==> src/rtl/mult_pipe_pkg.sv <==
// Shared types, defaults and width helper for the mult_pipe pipelined multiplier.
//
// Contents:
//   W_A_DEF/W_B_DEF/STAGES_DEF/ACC_GRD_DEF : default parameter values
//   stage_ctl_t : control part of a stage payload {valid, signed, acc, acc_clr};
//                 the data part is carried next to it with a per-stage width
//   prod_w()    : full-precision product width for two operand widths
//
// Optional accumulator feature: macro MULT_PIPE_ACC_EN (see mult_pipe.sv).
package mult_pipe_pkg;

    localparam int W_A_DEF     = 16;
    localparam int W_B_DEF     = 16;
    localparam int STAGES_DEF  = 3;
    localparam int ACC_GRD_DEF = 8;

    typedef struct packed {
        logic valid;
        logic is_signed;
        logic acc;
        logic acc_clr;
    } stage_ctl_t;

    // Width of an exact product of a w_a-bit and a w_b-bit operand.
    function automatic int prod_w(input int w_a, input int w_b);
        return w_a + w_b;
    endfunction

endpackage

==> src/rtl/mult_pipe_stage.sv <==
// One payload register slice of the mult_pipe global-stall pipeline.
//
// Ports:
//   clk, rst        : rising-edge clock, asynchronous active-high reset
//   en              : pipeline advance; when low the slice holds
//   ctl_in/ctl_out  : control payload (valid, mode, accumulate flags)
//   data_in/data_out: data payload, DW bits
//
// The valid bit follows ctl_in.valid on every advance (bubbles propagate),
// but the rest of the payload is captured only with a valid entry, so a
// bubble never disturbs held data and don't-care inputs never get loaded.
module mult_pipe_stage
    import mult_pipe_pkg::*;
#(
    parameter int DW = 32
) (
    input  logic          clk,
    input  logic          rst,
    input  logic          en,
    input  stage_ctl_t    ctl_in,
    input  logic [DW-1:0] data_in,
    output stage_ctl_t    ctl_out,
    output logic [DW-1:0] data_out
);

    stage_ctl_t    ctl_q;
    logic [DW-1:0] data_q;

    // Slice register: valid always shifts on advance, payload only with valid data.
    always_ff @(posedge clk or posedge rst) begin
        if (rst) begin
            ctl_q  <= '0;
            data_q <= '0;
        end else if (en) begin
            ctl_q.valid <= ctl_in.valid;
            if (ctl_in.valid) begin
                ctl_q.is_signed <= ctl_in.is_signed;
                ctl_q.acc       <= ctl_in.acc;
                ctl_q.acc_clr   <= ctl_in.acc_clr;
                data_q          <= data_in;
            end
        end
    end

    assign ctl_out  = ctl_q;
    assign data_out = data_q;

endmodule

==> src/rtl/mult_pipe.sv <==
// Parametrised pipelined signed/unsigned integer multiplier with a
// valid/ready handshake and a global-stall pipeline of STAGES slices.
//
// Ports:
//   clk, rst             : rising-edge clock, asynchronous active-high reset
//   in_valid / in_ready  : input handshake (in_ready depends only on output side)
//   in_signed            : 1 = two's-complement operands, 0 = unsigned
//   in_a [W_A], in_b [W_B]: operands
//   out_valid / out_ready: output handshake
//   out_y                : exact product, W_A+W_B bits
//                          (W_A+W_B+ACC_GRD bits with MULT_PIPE_ACC_EN)
//   in_acc, in_acc_clr   : accumulate / restart accumulator (MULT_PIPE_ACC_EN only)
//
// Build option: define MULT_PIPE_ACC_EN to add the accumulator at the last stage.
//
// Arithmetic: both operands are extended per mode to P = W_A+W_B bits; the
// product of the extended values modulo 2^P is the exact signed or unsigned
// result. Extended B is split into low and high halves, giving two partial
// products in stage 0 whose sum modulo 2^P is the full product. Middle stages
// carry the partial-product pair; the final add feeds the last stage.
module mult_pipe
    import mult_pipe_pkg::*;
#(
    parameter int W_A     = W_A_DEF,
    parameter int W_B     = W_B_DEF,
    parameter int STAGES  = STAGES_DEF,
    parameter int ACC_GRD = ACC_GRD_DEF
) (
    input  logic                   clk,
    input  logic                   rst,
    input  logic                   in_valid,
    output logic                   in_ready,
    input  logic                   in_signed,
    input  logic [W_A-1:0]         in_a,
    input  logic [W_B-1:0]         in_b,
    output logic                   out_valid,
    input  logic                   out_ready,
`ifdef MULT_PIPE_ACC_EN
    output logic [W_A+W_B+ACC_GRD-1:0] out_y,
    input  logic                   in_acc,
    input  logic                   in_acc_clr
`else
    output logic [W_A+W_B-1:0]     out_y
`endif
);

    localparam int P  = prod_w(W_A, W_B);
    localparam int H  = P / 2;
    localparam int DW = 2 * P;
`ifdef MULT_PIPE_ACC_EN
    localparam int OW = P + ACC_GRD;
`else
    localparam int OW = P;
`endif
    localparam logic [P-1:0] LO_MASK = {{(P-H){1'b0}}, {H{1'b1}}};

    logic          advance;
    logic [P-1:0]  ext_a;
    logic [P-1:0]  ext_b;
    logic [P-1:0]  pp_lo;
    logic [P-1:0]  pp_hi;
    stage_ctl_t    in_ctl;
    logic [DW-1:0] in_data;
    stage_ctl_t    last_ctl_in;
    logic [DW-1:0] last_data_in;
    stage_ctl_t    last_ctl_out;
    logic [P-1:0]  last_prod;
    logic [OW-1:0] y_next;

    // Global stall: the whole pipe moves only when the output slot is free or draining.
    assign advance  = out_ready | ~out_valid;
    assign in_ready = advance;

    // Operand extension to the full product width according to the mode bit.
    always_comb begin
        if (in_signed) begin
            ext_a = {{W_B{in_a[W_A-1]}}, in_a};
            ext_b = {{W_A{in_b[W_B-1]}}, in_b};
        end else begin
            ext_a = {{W_B{1'b0}}, in_a};
            ext_b = {{W_A{1'b0}}, in_b};
        end
    end

    // Two partial products; their sum modulo 2^P equals ext_a * ext_b.
    assign pp_lo = ext_a * (ext_b & LO_MASK);
    assign pp_hi = ext_a * (ext_b & ~LO_MASK);

    assign in_ctl.valid     = in_valid & advance;
    assign in_ctl.is_signed = in_signed;
`ifdef MULT_PIPE_ACC_EN
    assign in_ctl.acc       = in_acc;
    assign in_ctl.acc_clr   = in_acc_clr;
`else
    assign in_ctl.acc       = 1'b0;
    assign in_ctl.acc_clr   = 1'b0;
`endif
    assign in_data = {pp_hi, pp_lo};

    generate
        if (STAGES == 1) begin : g_single
            // Single-slice pipe: the full product is formed and registered at once.
            assign last_ctl_in  = in_ctl;
            assign last_data_in = in_data;
        end else begin : g_multi
            stage_ctl_t    mid_ctl  [STAGES-1];
            logic [DW-1:0] mid_data [STAGES-1];
            for (genvar i = 0; i < STAGES - 1; i++) begin : g_mid
                if (i == 0) begin : g_first
                    mult_pipe_stage #(.DW(DW)) u_stage (
                        .clk      (clk),
                        .rst      (rst),
                        .en       (advance),
                        .ctl_in   (in_ctl),
                        .data_in  (in_data),
                        .ctl_out  (mid_ctl[i]),
                        .data_out (mid_data[i])
                    );
                end else begin : g_next
                    mult_pipe_stage #(.DW(DW)) u_stage (
                        .clk      (clk),
                        .rst      (rst),
                        .en       (advance),
                        .ctl_in   (mid_ctl[i-1]),
                        .data_in  (mid_data[i-1]),
                        .ctl_out  (mid_ctl[i]),
                        .data_out (mid_data[i])
                    );
                end
            end
            assign last_ctl_in  = mid_ctl[STAGES-2];
            assign last_data_in = mid_data[STAGES-2];
        end
    endgenerate

    // Final add of the partial-product pair.
    assign last_prod = last_data_in[P-1:0] + last_data_in[DW-1:P];

`ifdef MULT_PIPE_ACC_EN
    logic [OW-1:0] acc;
    logic [OW-1:0] ext_prod;
    logic [OW-1:0] acc_sum;

    // Result selection: restart, accumulate (wrapping) or plain extended product.
    always_comb begin
        if (last_ctl_in.is_signed) begin
            ext_prod = {{ACC_GRD{last_prod[P-1]}}, last_prod};
        end else begin
            ext_prod = {{ACC_GRD{1'b0}}, last_prod};
        end
        acc_sum = acc + ext_prod;
        if (last_ctl_in.acc_clr) begin
            y_next = ext_prod;
        end else if (last_ctl_in.acc) begin
            y_next = acc_sum;
        end else begin
            y_next = ext_prod;
        end
    end

    // Accumulator: updates only when an accumulating transaction enters the last slice.
    always_ff @(posedge clk or posedge rst) begin
        if (rst) begin
            acc <= '0;
        end else if (advance && last_ctl_in.valid &&
                     (last_ctl_in.acc || last_ctl_in.acc_clr)) begin
            acc <= y_next;
        end
    end
`else
    localparam int unused_acc_grd = ACC_GRD;
    logic unused_ctl_in;

    // Without the accumulator the last slice just registers the product.
    always_comb begin
        y_next = last_prod;
    end

    assign unused_ctl_in = ^{last_ctl_in.is_signed, last_ctl_in.acc, last_ctl_in.acc_clr};
`endif

    mult_pipe_stage #(.DW(OW)) u_last (
        .clk      (clk),
        .rst      (rst),
        .en       (advance),
        .ctl_in   (last_ctl_in),
        .data_in  (y_next),
        .ctl_out  (last_ctl_out),
        .data_out (out_y)
    );

    logic unused_ctl_out;
    assign unused_ctl_out = ^{last_ctl_out.is_signed, last_ctl_out.acc, last_ctl_out.acc_clr};

    assign out_valid = last_ctl_out.valid;

endmodule

==> config.mk <==
export PLATFORM = sky130hd
export DESIGN_NAME = mult_pipe
export DESIGN_NICKNAME = d
export VERILOG_FILES = /design/src/rtl/mult_pipe_pkg.sv /design/src/rtl/mult_pipe_stage.sv /design/src/rtl/mult_pipe.sv
export SDC_FILE = /design/constraint.sdc
export NUM_CORES = 1
export LEC_CHECK = 0
export ABC_AREA = 1
export BUFFER_PORTS_ARGS = -buffer_cell sky130_fd_sc_hd__clkbuf_2
export CAP_MARGIN = 10
export CORE_UTILIZATION = 58
export DETAILED_ROUTE_END_ITERATION = 6
export PLACE_DENSITY = 0.84
export SLEW_MARGIN = 20
export SYNTH_ARGS = -nofsm -noshare
export SYNTH_HDL_FRONTEND = slang
export SYNTH_SLANG_ARGS = --single-unit
==> constraint.sdc <==
create_clock -name clk -period 6.1 [get_ports clk]
set_input_delay 1.22 -clock clk [delete_from_list [all_inputs] [get_ports clk]]
set_output_delay 1.22 -clock clk [all_outputs]
set_load 0.03 [all_outputs]
* After elaboration in Yosys (flattened, before gate mapping)
Index checks and enable logic that the tools add are counted.
** Word-level totals
- Output and inout bits :: 34
- Input port bits :: 37
- Bits in registers :: 131
- Logic and storage cells :: 17
** Operators by class
- $mul :: 2
- Reduce and logical (&&, ||, !) cells :: 3
- Bitwise gates (word level) :: 3
- Add/subtract/negate cells :: 1
- Mux-type cells :: 2
** Operator list (count)
- $mux 32 :: 2
- $add 32x32->32 :: 1
- $mul 32x16->16 :: 1
- $mul 32x16->32 :: 1
- $reduce_and 2->1 :: 3
- $and 1x1->1 :: 1
- $not 1->1 :: 1
- $or 1x1->1 :: 1

* Logic depth before layout (Yosys ltp)
Gate-level depths: netlist of run 1.
- Depth in word-level cells :: 4
- Mapped depth :: 30
- Gate-level depth less buffers :: 29

* By module
A second synthesis of run 1 with hierarchy kept.
** Second synthesis, totals
- Cells, all modules :: 2884
- Area, all modules :: 22340.2 µm²
** By module, submodules not included
- mult_pipe :: times used 1, sequential area each 0.0 µm², area an instance 15436.1 µm², cells each 2136
- mult_pipe_stage (g_multi.g_mid[0].g_first.u_stage ...) :: times used 2, sequential area each 1701.6 µm², area an instance 2717.6 µm², cells each 296
- mult_pipe_stage (u_last) :: times used 1, sequential area each 900.9 µm², area an instance 1468.9 µm², cells each 156

* Least setup slack after synthesis of run 1
No wires, ideal clock.
- Path kind :: input to register
- Start :: input in_b[2]
- End :: register g_multi.g_mid[0].g_first.u_stage.data_q[27]
- Library setup time :: 0.127 ns
- Data arrival time :: 6.473 ns
- Data required time :: 5.973 ns
- Buffers on the path :: 2
- Stages :: 23
- Path slack :: -0.500 ns
- Cells stage by stage :: clkbuf_1 -> clkbuf_1 -> nand2_1 -> fa_1 -> fa_1 -> inv_1 -> fa_1 -> fa_1 -> fa_1 -> inv_1 -> fa_1 -> inv_1 -> ha_1 -> nand2_1 -> nor2_2 -> nand2_1 -> inv_1 -> nand3_1 -> or2_1 -> nand3_1 -> nand2_1 -> nand3_1 -> o21ai_1
** Between the ends
- Word-level cells in the longest chain between the ends :: 2
** RTL lines
- from (decl) :: line mult_pipe.sv:35 : input logic [W_B-1:0] in_b,
- $mux 32 :: line mult_pipe.sv:76 : if (in_signed) begin
- $mul 32x16->32 :: line mult_pipe.sv:86 : assign pp_lo = ext_a * (ext_b & LO_MASK);
- to (signal assigned) :: line mult_pipe_stage.sv:40 : data_q <= data_in;
- to (decl) :: line mult_pipe_stage.sv:27 : logic [DW-1:0] data_q;
No other way between the ends.
A chain may end at the register's enable or synchronous reset.

* Final worst setup path of run 1
- Start :: input in_a[8]
- End :: register g_multi.g_mid[0].g_first.u_stage.data_q[62]
** Between the ends
- Word-level cells in the longest chain between the ends :: 2
** RTL lines
- from (decl) :: line mult_pipe.sv:34 : input logic [W_A-1:0] in_a,
- $mux 32 :: line mult_pipe.sv:76
- $mul 32x16->16 :: line mult_pipe.sv:87 : assign pp_hi = ext_a * (ext_b & ~LO_MASK);
No other way between the ends.

==> results of run 1 <==
registers in the layout, indices dropped and copies added, names as in the netlist:
signal                                  cells
g_multi.g_mid.g_first.u_stage.data_out     48
g_multi.g_mid.g_next.u_stage.data_out      48
u_last.data_out                            32
g_multi.g_mid.g_first.u_stage.ctl_out       1
g_multi.g_mid.g_next.u_stage.ctl_out        1
u_last.ctl_out                              1
final cells by class:
class / count / share of cell area
multi-input cells: 1527 / 0.598
flip-flops and latches: 131 / 0.144
inverters: 657 / 0.109
repair buffers: 300 / 0.0975
well taps: 442 / 0.0242
clock buffers: 17 / 0.0186
clock inverters: 15 / 0.00915
cells in the mapped netlist, types with 4 or more instances:
cell type	instances
sky130_fd_sc_hd__nor3_1	10
sky130_fd_sc_hd__nor2_1	97
sky130_fd_sc_hd__or2_2	5
sky130_fd_sc_hd__nor2_2	5
sky130_fd_sc_hd__mux2_2	21
sky130_fd_sc_hd__a31oi_1	12
sky130_fd_sc_hd__clkbuf_1	71
sky130_fd_sc_hd__nand3b_1	7
sky130_fd_sc_hd__ha_1	121
sky130_fd_sc_hd__a21oi_1	64
sky130_fd_sc_hd__nand2_2	4
sky130_fd_sc_hd__o21bai_1	6
sky130_fd_sc_hd__a21o_1	4
sky130_fd_sc_hd__nand4_1	15
sky130_fd_sc_hd__buf_2	11
sky130_fd_sc_hd__nand2_1	597
sky130_fd_sc_hd__o21ai_0	90
sky130_fd_sc_hd__or2_1	5
sky130_fd_sc_hd__fa_1	333
sky130_fd_sc_hd__nand3_1	85
sky130_fd_sc_hd__xnor2_1	11
sky130_fd_sc_hd__inv_1	650
sky130_fd_sc_hd__xor2_1	14
sky130_fd_sc_hd__inv_2	4
sky130_fd_sc_hd__dfrtp_1	131
per-layer routing:
layer	share of wire	vias to the layer above
met3	0.065	168
li1	-	7476
met4	0.044	0
met1	0.40	7773
met2	0.49	637
met5	0	-
what timing repair did:
action | 4_1_cts | 5_1_grt
hold endpoints to repair | 0 | 0
setup endpoints to repair | 8 | 25
gates resized for setup | 7 | 208
pin swaps | 2 | 43
gates cloned | 0 | 0
buffers inserted | 0 | 8
worst max path at each step:
stage,startpoint,endpoint,cells past startpoint
floorplan,in_a[15],g_multi.g_mid[0].g_first.u_stage.data_out[22],25
detailed placement,in_signed,g_multi.g_mid[0].g_first.u_stage.data_out[28],23
global route,in_a[8],g_multi.g_mid[0].g_first.u_stage.data_out[61],23
finish,in_a[8],g_multi.g_mid[0].g_first.u_stage.data_out[62],22
global placement,in_signed,g_multi.g_mid[0].g_first.u_stage.data_out[28],23
CTS,in_signed,g_multi.g_mid[0].g_first.u_stage.data_out[22],25
per-stage QoR:
step / util / std cells / setup WS [ns] / cell area, sq um / TNS, ns
global placement: 0.660 / 3049 / -0.437 / 21500 / -7.12
floorplan: - / 2403 / -0.0187 / 19300 / -0.0346
global route: 0.702 / 3089 / -0.0712 / 22800 / -0.407
finish: 0.702 / 3089 / 0.113 / 22800 / 0
CTS: 0.680 / 3081 / -0.0139 / 22100 / -0.0200
detailed placement: 0.660 / 3049 / -0.523 / 21500 / -9.64
tightest hold or removal path, cell delays in order, from the launching register on:
cell and delay (ns):
sky130_fd_sc_hd__dfrtp_1 0.33, sky130_fd_sc_hd__nand2_1 0.06, sky130_fd_sc_hd__nand2_1 0.05
logic make-up (layout without fill, tap and decap cells):
group / after synthesis / after routing / share of synthesized area
compound gates: 192 / 192 / 0.0544
simple gates: 835 / 835 / 0.177
mux: 21 / 21 / 0.0123
buf+inv: 745 / 989 / 0.148
xor+xnor: 25 / 25 / 0.0114
flops: 131 / 131 / 0.171
fa+ha+maj: 454 / 454 / 0.426
==> impl_metrics.ini, run 1 <==
[drt]
wl_per_cell_microns = 16.2
antenna_left = 0
avgViaCountPerCell = 5.20
vias = 16100
drt_iter0_drc = 1188
postRouteWirelength_microns = 50000
drc = 0
detail_route.first_pass.iterations = 6

[synthesis]
ys_types = 42
synth_warnings = 0
synth.avg_cell_area_sq_um = 7.98
syn_inst = 2403
synth_fp_nets = 2894
postSynth.topFlopCell = sky130_fd_sc_hd__dfrtp_1
synthesis.area_sq_mm = 0.0192
seq_area_frac_synth = 0.171
yosys-top-cells-area = sky130_fd_sc_hd__fa_1, sky130_fd_sc_hd__dfrtp_1, sky130_fd_sc_hd__inv_1
ys_ff_latch = 131
synth.largest_area_cell = sky130_fd_sc_hd__fa_1
yosysTopAreaCellShare = 0.348
synth_edf_count = 0
postSynth.asyncResetShare = 1.00

[timing]
fin_crit_sh = 0.981
final.min_clock_period_ns = 5.99
timing.fmax_ghz = 0.167
rsz0062_at_grt = yes
slew_headroom = 0.351
worst_margin_slew_ns = 0.968
fin_worst_hold_slack_ns = 0.476
clock_skew_ns = 0.00748
finalSetupViolations = 0
slew_violations = 0
finalHoldViolations = 0

[final_layout]
fillers = 2432
num_antenna_cells = 0
most_frequent_standard_cell_in_the_layout_excluding_fill_and_tap_cells = sky130_fd_sc_hd__inv_1
layout.cells.most_common_list = sky130_fd_sc_hd__inv_1, sky130_fd_sc_hd__nand2_1, sky130_fd_sc_hd__fa_1, sky130_fd_sc_hd__buf_4, sky130_fd_sc_hd__dfrtp_1
final_layout_size_suffix_gt1_frac = 0.185
nets = 3125
regArea_sq_mm = 0.00328
multi_input_logic_area_sq_mm = 0.0137
flow.area_growth_from_synthesis_pct = 19.0

[clock_network]
clockRootBuffer = sky130_fd_sc_hd__clkbuf_16
clk_path_buf_depth = 2
number_of_clock_buffers_inserted_by_tritoncts = 17
clock_insertion_delay_worst_skew_ns = 0.41
cts_hold_buffers = 0
clock-sinks = 131
clk_transition_reported_paths_ns = 0.06
cts_tree = done
cts_max_level = 4

[floorplanning]
coreArea_sq_mm = 0.0325
ioPinCount = 71
die_x_microns = 184
die_height_microns = 184
core.rowCount = 66
die_area_sq_mm = 0.0338
start_util = 0.590

[grt]
use_met1 = 0.382
first_pass_grt_wire_length_microns = 81700
met2_usage = 0.538
largest_net_degree_at_the_start_of_global_routing = 76
antenna_found_initial = 0
total_congestion_overflow = 0
groute.layer.met3.usage = 0.0440
grt_most_used_layer = met2
grt_usage = 0.308
first_global_vias = 17000

[placed_design]
post-dp-hpwl_microns = 40900
place.port_buffers = 70
gp_congestion = 0.959

[critical_path]
timing.critical_path.slowest_stage_cell = sky130_fd_sc_hd__fa_1
cpLargestDelayFamily = adder cells
timing_worst_setup_path_type = input pin to flop
critical_path_required_ns = 6.36
worstPathArrival_ns = 6.25
rr_startpoint = u_last.ctl_out[3]
reg2reg_slack_ns = 3.78
cp.buffers_inverters = 9
timing.rr.end = u_last.data_out[17]
critical_path_peak_fanout = 9
critical_path.endpoint_type = flop
cp-start-kind = input pin
timing.critical_path.slowest_cell_delay_ns = 0.53
timing.reg2reg.worst_path_depth = 6
worstPathCellList = buf_4 > buf_4 > inv_1 > nor2_1 > buf_4 > fa_2 > fa_1 > inv_1 > fa_1 > inv_1 > fa_1 > inv_1 > fa_1 > fa_1 > inv_1 > ha_1 > buf_4 > a21oi_1 > o31a_1 > nand4_1 > nand3_1 > o21ai_0

[worst_hold_path]
worst_hold_path.endpoint = g_multi.g_mid[0].g_first.u_stage.data_out[61]
worstHoldStart = g_multi.g_mid[0].g_first.u_stage.data_out[61]
hold_path.class = flop to flop
whs_path_depth = 2

[job]
count_of_max_cap_constraint_violations = 0

[outcome]
status = completed
Power of run 1 is left out: the tool's default activity adds up to more than one toggle a clock period on the data nets, which glitch-free logic cannot reach.
==> run 2: changes to the inputs <==
--- a/config.mk
+++ b/config.mk
@@ -10,6 +10,7 @@
 export CAP_MARGIN = 10
 export CORE_UTILIZATION = 58
 export DETAILED_ROUTE_END_ITERATION = 6
+export MAX_ROUTING_LAYER = met4
 export PLACE_DENSITY = 0.84
 export SLEW_MARGIN = 20
 export SYNTH_ARGS = -nofsm -noshare
==> run 2 against run 1 <==
Setup slack lost 0.018 ns. First-iteration DRC count grew 15%. Non-clock buffer count shrank 6. Routed wire length grew 0.95%. Sequential share of layout area is essentially flat. Critical path type unchanged.
==> impl_metrics.ini, run 2 (synthesized netlist as in run 1, its figures left out) <==
[floorplanning]
die_area_sq_mm = 0.0338
core.rowCount = 66
start_util = 0.590
ioPinCount = 71
die_height_microns = 184
die_x_microns = 184
coreArea_sq_mm = 0.0325

[clock_network]
cts_hold_buffers = 0
cts_max_level = 4
clock_insertion_delay_worst_skew_ns = 0.42
clk_path_buf_depth = 2
cts_tree = done
clock-sinks = 131
clockRootBuffer = sky130_fd_sc_hd__clkbuf_16
clk_transition_reported_paths_ns = 0.07
number_of_clock_buffers_inserted_by_tritoncts = 17

[final_layout]
fillers = 2417
flow.area_growth_from_synthesis_pct = 19.1
num_antenna_cells = 0
post-route-cell-area_sq_mm = 0.0228
final_layout_size_suffix_gt1_frac = 0.186
most_frequent_standard_cell_in_the_layout_excluding_fill_and_tap_cells = sky130_fd_sc_hd__inv_1
nets = 3119
layout.cells.most_common_list = sky130_fd_sc_hd__inv_1, sky130_fd_sc_hd__nand2_1, sky130_fd_sc_hd__fa_1, sky130_fd_sc_hd__buf_4, sky130_fd_sc_hd__dfrtp_1

[timing]
finalSetupViolations = 0
postLayoutSetupSlackWorst_ns = 0.0949
final.setup.tns_ns = 0
timing.fmax_ghz = 0.167
fin_crit_sh = 0.984
final.min_clock_period_ns = 6.01
rsz0062_at_grt = yes
worst_margin_slew_ns = 0.948
clock_skew_ns = 0.0122
slew_violations = 0
finalHoldViolations = 0
slew_headroom = 0.364

[grt]
largest_net_degree_at_the_start_of_global_routing = 76
grt_usage = 0.316
total_congestion_overflow = 0
first_pass_grt_wire_length_microns = 81700
antenna_found_initial = 0
first_global_vias = 16900

[drt]
detail_route.first_pass.iterations = 6
drc = 0
antenna_left = 0
wl_per_cell_microns = 16.4
drt_iter0_drc = 1365
postRouteWirelength_microns = 50500
vias = 16100
avgViaCountPerCell = 5.24

[placed_design]
detailedPlace.worstSlack_ns = -0.620
dpl_cell_area_sq_mm = 0.0214
post-dp-hpwl_microns = 41200
gp_congestion = 0.983
place.port_buffers = 70

[critical_path]
critical_path.endpoint_type = flop
critical_path_peak_fanout = 8
worstPathArrival_ns = 6.28
timing_worst_setup_path_type = input pin to flop
cp-start-kind = input pin
critical_path_required_ns = 6.37

[outcome]
status = completed

[job]
count_of_max_cap_constraint_violations = 0

[worst_hold_path]
hold_path.class = flop to flop
[run 2: cell types whose count changed in the layout (fill, tap and decap cells not counted), moves of 6 or more]
cell,previous run,this run
sky130_fd_sc_hd__buf_4,224,216
sky130_fd_sc_hd__buf_8,1,7
sky130_fd_sc_hd__fa_2,13,23
sky130_fd_sc_hd__ha_4,16,22
sky130_fd_sc_hd__a21oi_2,15,9
sky130_fd_sc_hd__fa_1,320,310
[run 2: worst paths after layout]
path | startpoint | to | slack, ns | cells past startpoint
max | in_a[15] | g_multi.g_mid[0].g_first.u_stage.data_out[24] | 0.09 | 25
min in group asynchronous | rst | u_last.data_out[1] | 0.90 | 2
min | g_multi.g_mid[1].g_next.u_stage.ctl_out[3] | u_last.ctl_out[3] | 0.48 | 2
max reg2reg | u_last.ctl_out[3] | u_last.data_out[11] | 3.85 | 6
min reg2reg | g_multi.g_mid[1].g_next.u_stage.ctl_out[3] | u_last.ctl_out[3] | 0.48 | 2
max in group asynchronous | rst | g_multi.g_mid[0].g_first.u_stage.data_out[53] | 3.83 | 3
[run 2: area by class of cell]
type	count	area, sq um	share of cell area
inverter	657	2480	0.109
tap	442	553	0.0242
timing repair buffer	294	2230	0.0975
clock buffer	17	425	0.0186
clock inverter	15	178	0.00778
multi-input combinational	1527	13700	0.600
sequential	131	3280	0.143
[run 2: per-stage QoR]
step,hold slack (ns),utilization,instances
after global placement,0.441,0.659,3043
after detailed placement,0.461,0.659,3043
final,0.477,0.702,3083
after floorplan,0.432,-,2403
after global routing,0.499,0.702,3083
after CTS,0.478,0.678,3075
[run 2: repair_timing]
| item | in CTS | in global routing |
|---|---|---|
| buffers inserted | 0 | 8 |
| resized for setup | 10 | 222 |
| pin swaps | 1 | 59 |
| setup endpoints to repair | 9 | 27 |
[run 2: per-layer routing]
metal / part of all wire / GRT usage
met5: 0 / -
met4: 0.039 / 0.112
met3: 0.062 / 0.0378
met2: 0.50 / 0.547
met1: 0.40 / 0.382
[run 2: worst max-delay path, cell delays in order]
cell	delay, ns
sky130_fd_sc_hd__clkbuf_4	0.15
sky130_fd_sc_hd__buf_8	0.15
sky130_fd_sc_hd__nand2_1	0.06
sky130_fd_sc_hd__inv_1	0.05
sky130_fd_sc_hd__fa_1	0.53
sky130_fd_sc_hd__inv_1	0.05
sky130_fd_sc_hd__fa_1	0.54
sky130_fd_sc_hd__inv_1	0.06
sky130_fd_sc_hd__fa_1	0.54
sky130_fd_sc_hd__fa_1	0.45
sky130_fd_sc_hd__fa_1	0.49
sky130_fd_sc_hd__inv_1	0.05
sky130_fd_sc_hd__fa_1	0.48
sky130_fd_sc_hd__inv_1	0.07
sky130_fd_sc_hd__ha_4	0.31
sky130_fd_sc_hd__nand2_1	0.10
sky130_fd_sc_hd__nor2_1	0.13
sky130_fd_sc_hd__inv_1	0.10
sky130_fd_sc_hd__nor3_2	0.17
sky130_fd_sc_hd__buf_4	0.17
sky130_fd_sc_hd__nand3_2	0.10
sky130_fd_sc_hd__nand3_1	0.10
sky130_fd_sc_hd__nand2_1	0.05
sky130_fd_sc_hd__nand3_1	0.06
sky130_fd_sc_hd__o21ai_0	0.09
Power of run 2 is left out for the same reason.
